$ cat src/rtl/fpnew_mant_divsqrt_iter.sv
// -----------------------------------------------------------------------------
// fpnew_mant_divsqrt_iter
//
// Iterative radix-2 mantissa divider / square-root unit. Produces one result
// bit per cycle, MSB first, for QWIDTH = MANT_WIDTH+2 cycles (integer bit,
// MANT_WIDTH-1 fraction bits, guard, round), then reports the result for one
// cycle together with a sticky bit built from the final partial remainder.
// Exponent, sign and rounding are handled by the surrounding divsqrt wrapper.
//
// Ports:
//   clk_i, rst_i        clock, synchronous active-high reset
//   div_start_i         start a division (wins if sqrt_start_i is also high)
//   sqrt_start_i        start a square root
//   mant_a_i            dividend / radicand, normalized (MSB=1), value [1,2)
//   mant_b_i            divisor, normalized; ignored for square root
//   exp_odd_i           square root only: radicand is 2*mant_a_i
//   kill_i              abort whatever is in flight, block a start
//   ready_o             a start is accepted this cycle (IDLE or DONE)
//   done_o              one-cycle pulse, result_o/sticky_o are fresh
//   result_o            quotient/root, MSB weight 2^0
//   sticky_o            exact result has bits below the round bit
//   busy_o              operation in flight (ITER or DONE)
// -----------------------------------------------------------------------------
module fpnew_mant_divsqrt_iter #(
  parameter  int unsigned MANT_WIDTH = 53,
  localparam int unsigned QWIDTH     = MANT_WIDTH + 2
) (
  input  logic                  clk_i,
  input  logic                  rst_i,
  input  logic                  div_start_i,
  input  logic                  sqrt_start_i,
  input  logic [MANT_WIDTH-1:0] mant_a_i,
  input  logic [MANT_WIDTH-1:0] mant_b_i,
  input  logic                  exp_odd_i,
  input  logic                  kill_i,
  output logic                  ready_o,
  output logic                  done_o,
  output logic [QWIDTH-1:0]     result_o,
  output logic                  sticky_o,
  output logic                  busy_o
);

  localparam int unsigned CNT_W = $clog2(QWIDTH);
  // Remainder width: the sqrt remainder needs QWIDTH+2 bits on the last
  // step (rem <= 2*root, shifted by two); the divider only needs
  // MANT_WIDTH+1 bits and shares the same register zero-extended.
  localparam int unsigned REM_W = QWIDTH + 2;
  // Radicand scaled so that its integer square root is directly the result:
  // rad = mant_a * 2^(MANT_WIDTH+3), or one more shift when exp_odd_i is set.
  localparam int unsigned RAD_W = 2 * QWIDTH;

  typedef enum logic [1:0] {
    IDLE = 2'b00,
    ITER = 2'b01,
    DONE = 2'b10
  } state_e;

  state_e                  state_q, state_d;
  logic [CNT_W-1:0]        cnt_q, cnt_d;
  logic                    is_sqrt_q, is_sqrt_d;
  logic [MANT_WIDTH-1:0]   divisor_q, divisor_d;
  logic [REM_W-1:0]        rem_q, rem_d;
  logic [QWIDTH-1:0]       quo_q, quo_d;
  logic [RAD_W-1:0]        rad_q, rad_d;
  logic [QWIDTH-1:0]       result_q, result_d;
  logic                    sticky_q, sticky_d;

  logic                    start_ok;
  logic [REM_W-1:0]        div_ext;
  logic                    div_ge;
  logic [REM_W-1:0]        div_rem;
  logic [REM_W-1:0]        sq_rem_sh;
  logic [REM_W-1:0]        sq_trial;
  logic                    sq_ge;
  logic [REM_W-1:0]        sq_rem;
  logic                    q_bit;
  logic [REM_W-1:0]        step_rem;
  logic [QWIDTH-1:0]       quo_next;

  // Decoded from state only, so ready_o never depends on the inputs.
  assign ready_o  = (state_q == IDLE) || (state_q == DONE);
  assign done_o   = (state_q == DONE);
  assign busy_o   = (state_q == ITER) || (state_q == DONE);
  assign result_o = result_q;
  assign sticky_o = sticky_q;

  assign start_ok = ready_o && (div_start_i || sqrt_start_i) && !kill_i;

  always_comb begin
    state_d   = state_q;
    cnt_d     = cnt_q;
    is_sqrt_d = is_sqrt_q;
    divisor_d = divisor_q;
    rem_d     = rem_q;
    quo_d     = quo_q;
    rad_d     = rad_q;
    result_d  = result_q;
    sticky_d  = sticky_q;

    // Restoring division step: compare, conditionally subtract.
    div_ext = {{(REM_W-MANT_WIDTH){1'b0}}, divisor_q};
    div_ge  = (rem_q >= div_ext);
    div_rem = div_ge ? (rem_q - div_ext) : rem_q;

    // Digit-by-digit square root step: bring down two radicand bits and
    // try to subtract 4*root+1.
    sq_rem_sh = {rem_q[REM_W-3:0], rad_q[RAD_W-1 -: 2]};
    sq_trial  = {quo_q, 2'b01};
    sq_ge     = (sq_rem_sh >= sq_trial);
    sq_rem    = sq_ge ? (sq_rem_sh - sq_trial) : sq_rem_sh;

    q_bit    = is_sqrt_q ? sq_ge : div_ge;
    step_rem = is_sqrt_q ? sq_rem : div_rem;
    quo_next = {quo_q[QWIDTH-2:0], q_bit};

    if (state_q == ITER) begin
      if (kill_i) begin
        state_d = IDLE;
      end else begin
        quo_d = quo_next;
        rem_d = is_sqrt_q ? sq_rem : {div_rem[REM_W-2:0], 1'b0};
        rad_d = {rad_q[RAD_W-3:0], 2'b00};
        if (cnt_q == '0) begin
          state_d  = DONE;
          result_d = quo_next;
          sticky_d = |step_rem;
        end else begin
          cnt_d = cnt_q - CNT_W'(1);
        end
      end
    end else if (start_ok) begin
      // IDLE or DONE (DONE covers the back-to-back case).
      state_d   = ITER;
      cnt_d     = CNT_W'(QWIDTH - 1);
      is_sqrt_d = sqrt_start_i && !div_start_i;
      divisor_d = mant_b_i;
      quo_d     = '0;
      if (sqrt_start_i && !div_start_i) begin
        rem_d = '0;
      end else begin
        rem_d = {{(REM_W-MANT_WIDTH){1'b0}}, mant_a_i};
      end
      if (exp_odd_i) begin
        rad_d = {mant_a_i, {(MANT_WIDTH+4){1'b0}}};
      end else begin
        rad_d = {1'b0, mant_a_i, {(MANT_WIDTH+3){1'b0}}};
      end
    end else begin
      state_d = IDLE;
    end
  end

  always_ff @(posedge clk_i) begin
    if (rst_i) begin
      state_q  <= IDLE;
      cnt_q    <= '0;
      result_q <= '0;
      sticky_q <= 1'b0;
    end else begin
      state_q  <= state_d;
      cnt_q    <= cnt_d;
      result_q <= result_d;
      sticky_q <= sticky_d;
    end
    // Datapath registers carry no reset; they are loaded on every start.
    is_sqrt_q <= is_sqrt_d;
    divisor_q <= divisor_d;
    rem_q     <= rem_d;
    quo_q     <= quo_d;
    rad_q     <= rad_d;
  end

endmodule
$ cat config.mk
export PLATFORM = sky130hd
export DESIGN_NAME = fpnew_mant_divsqrt_iter
export DESIGN_NICKNAME = d
export VERILOG_FILES = /design/src/rtl/fpnew_mant_divsqrt_iter.sv
export SDC_FILE = /design/constraint.sdc
export NUM_CORES = 1
export LEC_CHECK = 0
export BUFFER_PORTS_ARGS = -buffer_cell sky130_fd_sc_hd__buf_2
export CAP_MARGIN = 20
export CORE_MARGIN = 2
export CORE_UTILIZATION = 50
export DETAILED_ROUTE_END_ITERATION = 12
export PLACE_DENSITY = 0.69
export SETUP_SLACK_MARGIN = 0.1
export SLEW_MARGIN = 10
export SYNTH_ARGS = -nofsm -noshare
export SYNTH_HDL_FRONTEND = slang
export SYNTH_SLANG_ARGS = --single-unit
$ cat constraint.sdc
create_clock -name clk_i -period 7.05 [get_ports clk_i]
set_input_delay 0.3525 -clock clk_i [delete_from_list [all_inputs] [get_ports clk_i]]
set_output_delay 0.3525 -clock clk_i [all_outputs]
set_load 0.01 [all_outputs]
Word level (Yosys, flattened, before mapping)
Index checks and enable logic that the tools add are counted.
{"block": "word_totals", "reg_bits": 340, "latchBits": 0, "mem_bits_rw": 0, "rom_bits": 0, "inputBits": 112, "output_inout_bits": 59, "wordCells": 61, "mem_count": 0}
{"block": "op_classes", "add_sub_neg": 3, "multipliers": 0, "div_mod_pow": 0, "n_lt_le_gt_ge": 2, "n_eq_ne": 5, "shift": 0, "n_mux": 24, "bitwise_logic": 2, "reduce_logical": 16}
{"cell": "110-bit two-way mux", "count": 4}
{"cell": "57-bit two-way mux", "count": 7}
{"cell": "55-bit two-way mux", "count": 3}
{"cell": "57-bit by 53-bit greater-or-equal comparator with 1-bit output", "count": 1}
{"cell": "57-bit greater-or-equal comparator", "count": 1}
{"cell": "57-bit OR reduction", "count": 1}
{"cell": "57-bit by 53-bit subtractor with 57-bit output", "count": 1}
{"cell": "57-bit subtractor", "count": 1}
{"cell": "53-bit two-way mux", "count": 1}
{"cell": "6-bit two-way mux", "count": 4}
{"cell": "6-bit logical NOT", "count": 1}
{"cell": "2-bit two-way mux", "count": 3}
{"cell": "3-bit AND reduction", "count": 2}
{"cell": "6-bit by 1-bit subtractor with 6-bit output, second input constant", "count": 1}
{"cell": "2-bit != test, second input constant", "count": 2}
{"cell": "2-bit AND reduction", "count": 2}
{"cell": "1-bit logical AND", "count": 3}
{"cell": "1-bit logical OR", "count": 3}
{"cell": "3-bit by 2-bit != test with 1-bit output, second input constant", "count": 1}
{"cell": "2-bit by 1-bit equality test with 1-bit output, second input constant", "count": 1}
{"cell": "2-bit equality test, second input constant", "count": 1}
{"cell": "1-bit logical NOT", "count": 2}
{"cell": "2-bit logical NOT", "count": 1}
{"cell": "1-bit two-way mux", "count": 2}
{"cell": "other kinds (2)", "count": 3}

Logic depth before layout (Yosys ltp)
Gate-level depths: netlist of run 1.
{"block": "depth", "ltp_word": 6, "mapped_depth": 19, "depth_no_buf": 16}

Worst setup path after synthesis of run 1
No wires, ideal clock.
{"block": "synth_timing", "path_type": "register -> register", "start": "register state_q[1]", "end": "register quo_q[0], enable pin", "setup_time_ps": 532, "arrival_time_ps": 4658, "required_ps": 6518, "setup_slack_ps": 1860, "path_stages_with_launch": 5, "path_buffers": 0, "synth_period_minus_slack_ps": 5190, "cell_sequence": "dfxtp_1 > inv_1 > ha_1 > or4_1 > nand2_1"}
{"block": "synth_via", "elab_chain_len": 6, "word_cells_on_any_way": 9, "cone_classes": "eq/ne (3); reduce/logical (6)"}
{"element": "from (decl)", "line": "58", "rtl": "state_e state_q, state_d;"}
{"element": "from (signal assigned)", "line": "160", "rtl": "state_q <= state_d;"}
{"element": "2-bit equality test or 2-bit logical NOT (tied branches)", "line": "81", "rtl": "assign ready_o = (state_q == IDLE) || (state_q == DONE);"}
{"element": "1-bit logical OR", "line": "81"}
{"element": "1-bit logical AND (2 in series)", "line": "87", "rtl": "assign start_ok = ready_o && (div_start_i || sqrt_start_i) && !kill_i;"}
{"element": "2-bit nonzero test (no line)"}
{"element": "2-bit AND reduction (no line) (*)"}
{"element": "to (signal assigned)", "line": "169", "rtl": "quo_q <= quo_d;"}
{"element": "to (decl)", "line": "63", "rtl": "logic [QWIDTH-1:0] quo_q, quo_d;"}
Every way passes the cells marked *; elsewhere a longest branch is shown, timed or not.
A chain may end at the register's enable or synchronous reset.

Final worst setup path of run 1
{"block": "layout_timing", "start": "register rem_q[24]", "end": "register sticky_q (netlist: sticky_o)"}
{"block": "layout_via", "elab_chain_len": 4, "word_cells_on_any_way": 8, "cone_classes": "add/sub (2); order compare (2); mux (3); reduce/logical (1)"}
{"element": "from (decl)", "line": "62", "rtl": "logic [REM_W-1:0] rem_q, rem_d;"}
{"element": "from (signal assigned)", "line": "168", "rtl": "rem_q <= rem_d;"}
{"element": "57-bit by 53-bit subtractor with 57-bit output (tied with other cells)", "line": "103", "rtl": "div_rem = div_ge ? (rem_q - div_ext) : rem_q;"}
{"element": "57-bit two-way mux (on tied branches)", "line": "103, 110"}
{"element": "57-bit two-way mux (*)", "line": "113", "rtl": "step_rem = is_sqrt_q ? sq_rem : div_rem;"}
{"element": "57-bit OR reduction (*)", "line": "126", "rtl": "sticky_d = |step_rem;"}
{"element": "to (signal assigned)", "line": "163", "rtl": "sticky_q <= sticky_d;"}
{"element": "to (decl)", "line": "66", "rtl": "logic sticky_q, sticky_d;"}
Marks and branches as above.

==> metrics.yaml, run 1 <==
status:
  status: "finished, final reports clean"
clock_network:
  htreeDepth: 2
  cts-root-buf: "clkbuf_16"
  ctsResizeCount: 0
  postCtsHoldBufs: 53
  cts_tree: "yes"
  numCtsBuffers: 35
  insertion_delay_ns: 0.57
  cts_buffer_depth: 3
  clock_sinks: 284
  clk_pin_slew_ns: 0.07
  cts_setup_buffers: 0
timing:
  slew_headroom: 0.234
  fmax_mhz: 194
  finalSetupTns_ns: 0
  finalSetupViolCount: 0
  rsz0062_at_grt: "no"
  skew_ns: 0.0169
  final-hold-violation-count: 0
  period_share: 0.731
  worstMarginPinSlew_ns: 1.15
  period_needed_ns: 5.15
  drv_slew: 0
synth:
  synth_edf_count: 220
  ys_ff_latch: 284
  synth.distinct_cells: 92
  synth_compound_area_frac: 0.213
  synth_xor_area_frac: 0.0387
  syn_inst: 2432
  synth_area_leaders: "edfxtp_1, nand2_1, ha_1"
  synthSimpleGateAreaFrac: 0.197
  synth_top_area_cell: "edfxtp_1"
  seq_area_frac_synth: 0.383
  synth_top_family_by_area: "compound AO/OA/AOI/OAI gates"
  syn_nets: 2660
  synth_top_area_frac: 0.321
  synthFlopType: "edfxtp_1"
  syn_area_um2: 20600
  avgSynthCellArea_um2: 8.46
  ys_top_cells_by_count: "nand2_1, edfxtp_1, a21oi_1"
  synthMostInstantiatedCell: "nand2_1"
  synthMuxAreaShare: 0.0402
  synth_fa_ha_area_frac: 0.0709
  yosys_warnings: 0
  ys_async_sr_fraction: 0
worst_setup_path:
  crit_path_start_kind: "flip-flop"
  rr_endpoint: "sticky_o"
  r2r_setup_slack_ns: 1.90
  rr_startpoint: "rem_q[24]"
  worstSetupPathType: "flip-flop to flip-flop"
  arrival_ns: 5.61
  cp-startpoint: "rem_q[24]"
  crit_end: "sticky_o"
  worstSetupEndpointType: "flip-flop"
  ff2ff_path_depth: 14
  cp.required_ns: 7.51
  crit_fanout: 62
finish:
  syn_to_final_growth_pct: 13.3
  nNetsFinal: 2787
  drive_above_1_share: 0.107
  stdcell_area_um2: 23300
grt:
  grtUsageMet3: 0.0799
  use_met1: 0.430
  use_met2: 0.575
  top_usage_layer: "met2"
  grt_use_total: 0.348
  grt_pass1_vias: 18500
  overflow: 0
  antenna_found_initial: 0
  grt_pass1_wl_um: 111000
  grt_start_max_net_pins: 167
placement:
  postPlaceCellArea_um2: 21600
  place_hpwl_um: 58000
  gp_congestion: 1.01
  port_buffers: 170
pwr:
  p_clk_frac: 0.303
  p_leak_uw: 0.00944
  switching_share: 0.375
  p_comb_frac: 0.347
  internal-power_uw: 3750
  vdd_drop_max_v: 0.000171
  p_sw_uw: 2250
  powerDensity_nw_per_um2: 258
  p_seq_frac: 0.350
routing:
  drc: 0
  vias: 19600
  wirelength_um: 75500
  viasPerCell: 6.29
  wl_per_cell_um: 24.3
  ant_nets: 0
  drt_iter0_markers: 2178
  first_pass_iters: 6
floorplanning:
  die_w_um: 207
  start_util: 0.505
  rows: 74
  die_h_um: 207
  ioPinCount: 171
  dieArea_um2: 42800
  core_area_um2: 40700
flow_run:
  max-cap-violations: 0
worst_hold_path:
  min-delay-path-class: "primary input to flip-flop"
## registers in the layout, summed over array words and instances (netlist names), 2 cells and up
register / count
cnt_q: 6
divisor_q: 53
quo_q: 55
rad_q: 54
rem_q: 57
result_o: 55
state_q: 2
## worst min-delay path by stage
stage / depth (start not counted) / end / slack (ns) / startpoint
finish: 2 / rem_q[5] / 0.13 / mant_a_i[5]
global route: 2 / rem_q[5] / 0.13 / mant_a_i[5]
CTS: 2 / rem_q[5] / 0.11 / mant_a_i[5]
detailed placement: 2 / result_o[22] / 0.44 / result_o[22]
global placement: 2 / result_o[50] / 0.44 / result_o[50]
floorplan: 0 / divisor_q[0] / 0.45 / mant_b_i[0]
## final cells by class
type	count	area (um2)
Inverter	143	537
Multi-Input combinational cell	1855	11600
Clock buffer	45	985
Tap cell	532	666
Timing Repair Buffer	240	1530
Sequential cell	284	7890
Fill cell	3760	17400
Antenna cell	1	2.50
Clock inverter	14	149
## metrics by stage
stage | utilization | hold slack [ns] | std cells | setup WS [ns] | power (uW)
finish | 0.572 | 0.129 | 3114 | 1.90 | 6010
global route | 0.572 | 0.134 | 3113 | 1.57 | 6250
CTS | 0.572 | 0.110 | 3112 | 2.02 | 5970
detailed placement | 0.531 | 0.444 | 3000 | 2.05 | 4130
global placement | 0.531 | 0.439 | 3000 | 2.08 | 4120
floorplan | - | 0.451 | 2432 | 1.86 | 3490
## routing by layer
layer / vias up / wire length, um
met5: - / 0
met4: 0 / 3880
met3: 208 / 6340
met2: 894 / 35200
met1: 9317 / 30200
li1: 9171 / -
## cells by family (layout without fill, tap and decap cells)
group / after synthesis / in the layout
simple gates: 874 / 874
buf+inv: 293 / 442
fa+ha+maj: 116 / 116
flops: 284 / 284
other cells: 0 / 1
compound gates: 692 / 692
mux: 82 / 82
xor+xnor: 91 / 91
## power by group through the flow
stage,clock network (uW),logic [uW],registers [uW]
after floorplan,0,1410,2080
after global placement,0,2000,2130
after detailed placement,0,2000,2130
after CTS,1850,2030,2100
after global routing,1900,2240,2110
final,1820,2090,2100
## worst max-delay path: stages, from the launching register on
cell and delay (ns):
edfxtp_1 0.54, ha_1 0.48, a21oi_1 0.43, o41ai_1 0.16, a31oi_1 0.30, o21ai_0 0.18, o21ai_1 0.47, and3_4 0.76
a2111oi_0 0.14, a211oi_1 0.52, o22ai_1 0.23, nor4_1 0.25, nand4_1 0.16, nor4_1 0.34, nor3_1 0.07
## layout by cell type, fill, tap and decap left out, types with 25 or more instances in the layout
master | Yosys | final
nand2_1 | 387 | 386
edfxtp_1 | 220 | 220
a21oi_1 | 213 | 213
buf_2 | 42 | 170
o21ai_0 | 164 | 164
nor2_1 | 164 | 163
inv_1 | 141 | 140
ha_1 | 115 | 114
mux2i_1 | 76 | 76
nand4_1 | 65 | 65
dfxtp_1 | 64 | 64
nand3_1 | 59 | 58
nor3_1 | 53 | 53
dlygate4sd3_1 | 0 | 53
xnor2_1 | 50 | 50
xor2_1 | 41 | 41
a21o_1 | 36 | 36
clkbuf_16 | 0 | 36
o21a_1 | 28 | 28
o211ai_1 | 25 | 25
(Power assumes the default switching activity.)
==> run 2, diff against run 1 <==
--- a/config.mk
+++ b/config.mk
@@ -10,7 +10,7 @@
 export CORE_MARGIN = 2
 export CORE_UTILIZATION = 50
 export DETAILED_ROUTE_END_ITERATION = 12
-export PLACE_DENSITY = 0.69
+export PLACE_DENSITY = 0.71
 export SETUP_SLACK_MARGIN = 0.1
 export SLEW_MARGIN = 10
 export SYNTH_ARGS = -nofsm -noshare
==> constraint.sdc (replaced) <==
create_clock -name clk_i -period 4.49 [get_ports clk_i]
set_input_delay 0.2245 -clock clk_i [delete_from_list [all_inputs] [get_ports clk_i]]
set_output_delay 0.2245 -clock clk_i [all_outputs]
set_load 0.01 [all_outputs]
==> run 2 against run 1 <==
Effect of this change: register-to-register slack worse by 1.6 ns; worst hold slack worse by 0.10 ns; combinational power is 84% higher; clock skew is 0.026 ns higher; global-route usage is 0.38 points higher; critical path type unchanged; largest cell class unchanged; largest power group is now combinational logic.
==> metrics.yaml, run 2 (synthesized netlist as in run 1, its figures left out) <==
worst_setup_path:
  path_common_cell: "buf_4"
  slowest_stage: "a2111o_1"
  crit_fanout: 4  # -94%
  worstSetupEndpointType: "flip-flop"
  path_cells: "buf_4, ha_1, buf_4, o21a_4, o311ai_2, a2111o_1, buf_4, a31oi_1, a21oi_1, o21ai_0, a21oi_1, xnor2_1, nand2_1, a32oi_1, nand4b_1, nor4_2, nor3_1"
  critical_path_depth: 17  # +3
  rr_endpoint: "sticky_o"
  arrival_ns: 4.72  # -0.89 ns
  cp.required_ns: 4.97  # -2.54 ns
  cp-startpoint: "rem_q[2]"
  rr_startpoint: "rem_q[2]"
  r2r_setup_slack_ns: 0.25  # -1.65 ns
  path_delay_family: "compound AO/OA/AOI/OAI gates"
  path_buf_inv: 3  # +3
  crit_path_start_kind: "flip-flop"
  ff2ff_path_depth: 17  # +3
  crit_end: "sticky_o"
  critPathMaxStageDelay_ns: 0.44  # -0.32 ns
  worstSetupPathType: "flip-flop to flip-flop"
clock_network:
  cts-root-buf: "clkbuf_16"
  clock_sinks: 284  # unchanged
  htreeDepth: 1  # -1
  numCtsBuffers: 31  # -11%
  insertion_delay_ns: 0.63  # +0.06 ns
  cts_tree: "yes"
  clk_pin_slew_ns: 0.07  # about the same
  cts_buffer_depth: 3  # unchanged
floorplanning:
  die_w_um: 207  # unchanged
  dieArea_um2: 42800  # unchanged
  rows: 74  # unchanged
  ioPinCount: 171  # unchanged
  core_area_um2: 40700  # unchanged
  die_h_um: 207  # unchanged
  start_util: 0.505  # unchanged
timing:
  period_needed_ns: 4.24  # -0.913 ns
  worstMarginPinSlew_ns: 1.05  # -0.0984 ns
  hold_slack_ns: 0.0278  # -0.102 ns
  rsz0062_at_grt: "no"
  final-hold-violation-count: 0  # unchanged
  finalSetupViolCount: 0  # unchanged
  period_share: 0.945  # +0.214
  final.setup.worst_slack_ns: 0.249  # -1.65 ns
  drv_slew: 0  # unchanged
  fmax_mhz: 236  # +22%
  skew_ns: 0.0431  # +0.0261 ns
  slew_headroom: 0.300  # +0.0656
placement:
  port_buffers: 170  # unchanged
  dp_slack_ns: -0.0835  # -2.13 ns
  gp_congestion: 1.07  # +6.0%
  place_hpwl_um: 59900  # +3.2%
  postPlaceCellArea_um2: 23300  # +7.6%
finish:
  largest_reg_flops: 57  # unchanged
  syn_to_final_growth_pct: 23.1
  diodes: 0  # -1
  mostFrequentLayoutCells: "nand2_1, buf_4, edfxtp_1, a21oi_1, buf_2"
  drive_above_1_share: 0.196  # +0.0882
  nNetsFinal: 3022  # +8.4%
  stdcell_area_um2: 25300  # +8.6%
  layout_commonest_cell: "nand2_1"
  largest-register: "rem_q"
routing:
  drt_iter0_markers: 2113  # -3.0%
  drc: 0  # unchanged
  viasPerCell: 6.14  # -2.4%
  wl_per_cell_um: 22.8  # -5.8%
  wirelength_um: 76500  # +1.3%
  first_pass_iters: 7  # +1
  vias: 20600  # +5.0%
  ant_nets: 0  # unchanged
pwr:
  p_sw_uw: 3610  # +60%
  switching_share: 0.379  # +0.00356
  powerDensity_nw_per_um2: 377  # +46%
  p_leak_uw: 0.0105  # +12%
  vdd_drop_max_v: 0.000372  # +120%
  p_comb_frac: 0.402  # +0.055
  internal-power_uw: 5930  # +58%
  p_seq_frac: 0.338  # -0.012
  p_clk_frac: 0.260  # -0.043
flow_run:
  max-cap-violations: 0  # unchanged
grt:
  overflow: 0  # unchanged
  grt_pass1_wl_um: 114000  # +2.5%
  antenna_found_initial: 2  # +2
  grt_use_total: 0.351  # +0.00376
  grt_pass1_vias: 19800  # +7.2%
  grt_start_max_net_pins: 84  # -50%
worst_hold_path:
  min-delay-path-class: "primary input to flip-flop"
status:
  status: "finished, final reports clean"
[run 2: worst min-delay path by stage]
stage / from / slack, ns / cells after the start / endpoint
2_1_floorplan: mant_b_i[0] / 0.32 / 0 / divisor_q[0]
3_3_place_gp: mant_b_i[9] / 0.40 / 1 / divisor_q[9]
3_5_place_dp: mant_b_i[35] / 0.40 / 1 / divisor_q[35]
4_1_cts: mant_a_i[21] / 0.0001 / 2 / rem_q[21]
5_1_grt: mant_a_i[21] / 0.02 / 2 / rem_q[21]
6_report: mant_a_i[49] / 0.03 / 3 / rad_q[106]
[run 2: area by class of cell]
| class | instances | area [um2] |
|---|---|---|
| inverters | 143 | 537 |
| well taps | 532 | 666 |
| multi-input cells | 1855 | 11900 |
| repair buffers | 479 | 3390 |
| flip-flops and latches | 284 | 7890 |
| fillers | 3666 | 15400 |
| clock inverters | 18 | 109 |
| clock buffers | 39 | 847 |
[run 2: per-layer routing]
layer / share of wire / track usage / vias up
met5: 0.00017 / 0 / -
li1: - / - / 9643
met2: 0.47 / 0.596 / 938
met1: 0.40 / 0.438 / 9789
met4: 0.042 / 0.134 / 2
met3: 0.087 / 0.0743 / 190
[run 2: what timing repair did]
item	CTS	global route
endpoints found under the hold margin	63	0
setup endpoints to repair	1	1
resized for setup	9	61
hold buffers	63	0
pin swaps	2	17
gates cloned	0	0
setup buffers	2	15
[run 2: worst min-delay path, cell delays in order]
cell and delay (ns):
buf_2 0.11, mux2i_1 0.07, o21ai_0 0.14
[run 2: through the flow]
step                      cells   util  TNS [ns]  power (uW)
after floorplan            2432      -         0        5460
after global placement     3212  0.571         0        6840
after detailed placement   3212  0.571   -0.0835        6860
after CTS                  3334  0.612         0        9380
after global routing       3350  0.622         0        9950
final                      3350  0.622         0        9550
[run 2: power by group through the flow]
stage / registers, uW / clock network (uW) / logic [uW]
after floorplan: 3260 / 0 / 2210
final: 3230 / 2480 / 3840
after CTS: 3230 / 2490 / 3650
after global routing: 3240 / 2590 / 4120
after detailed placement: 3290 / 0 / 3580
after global placement: 3280 / 0 / 3560
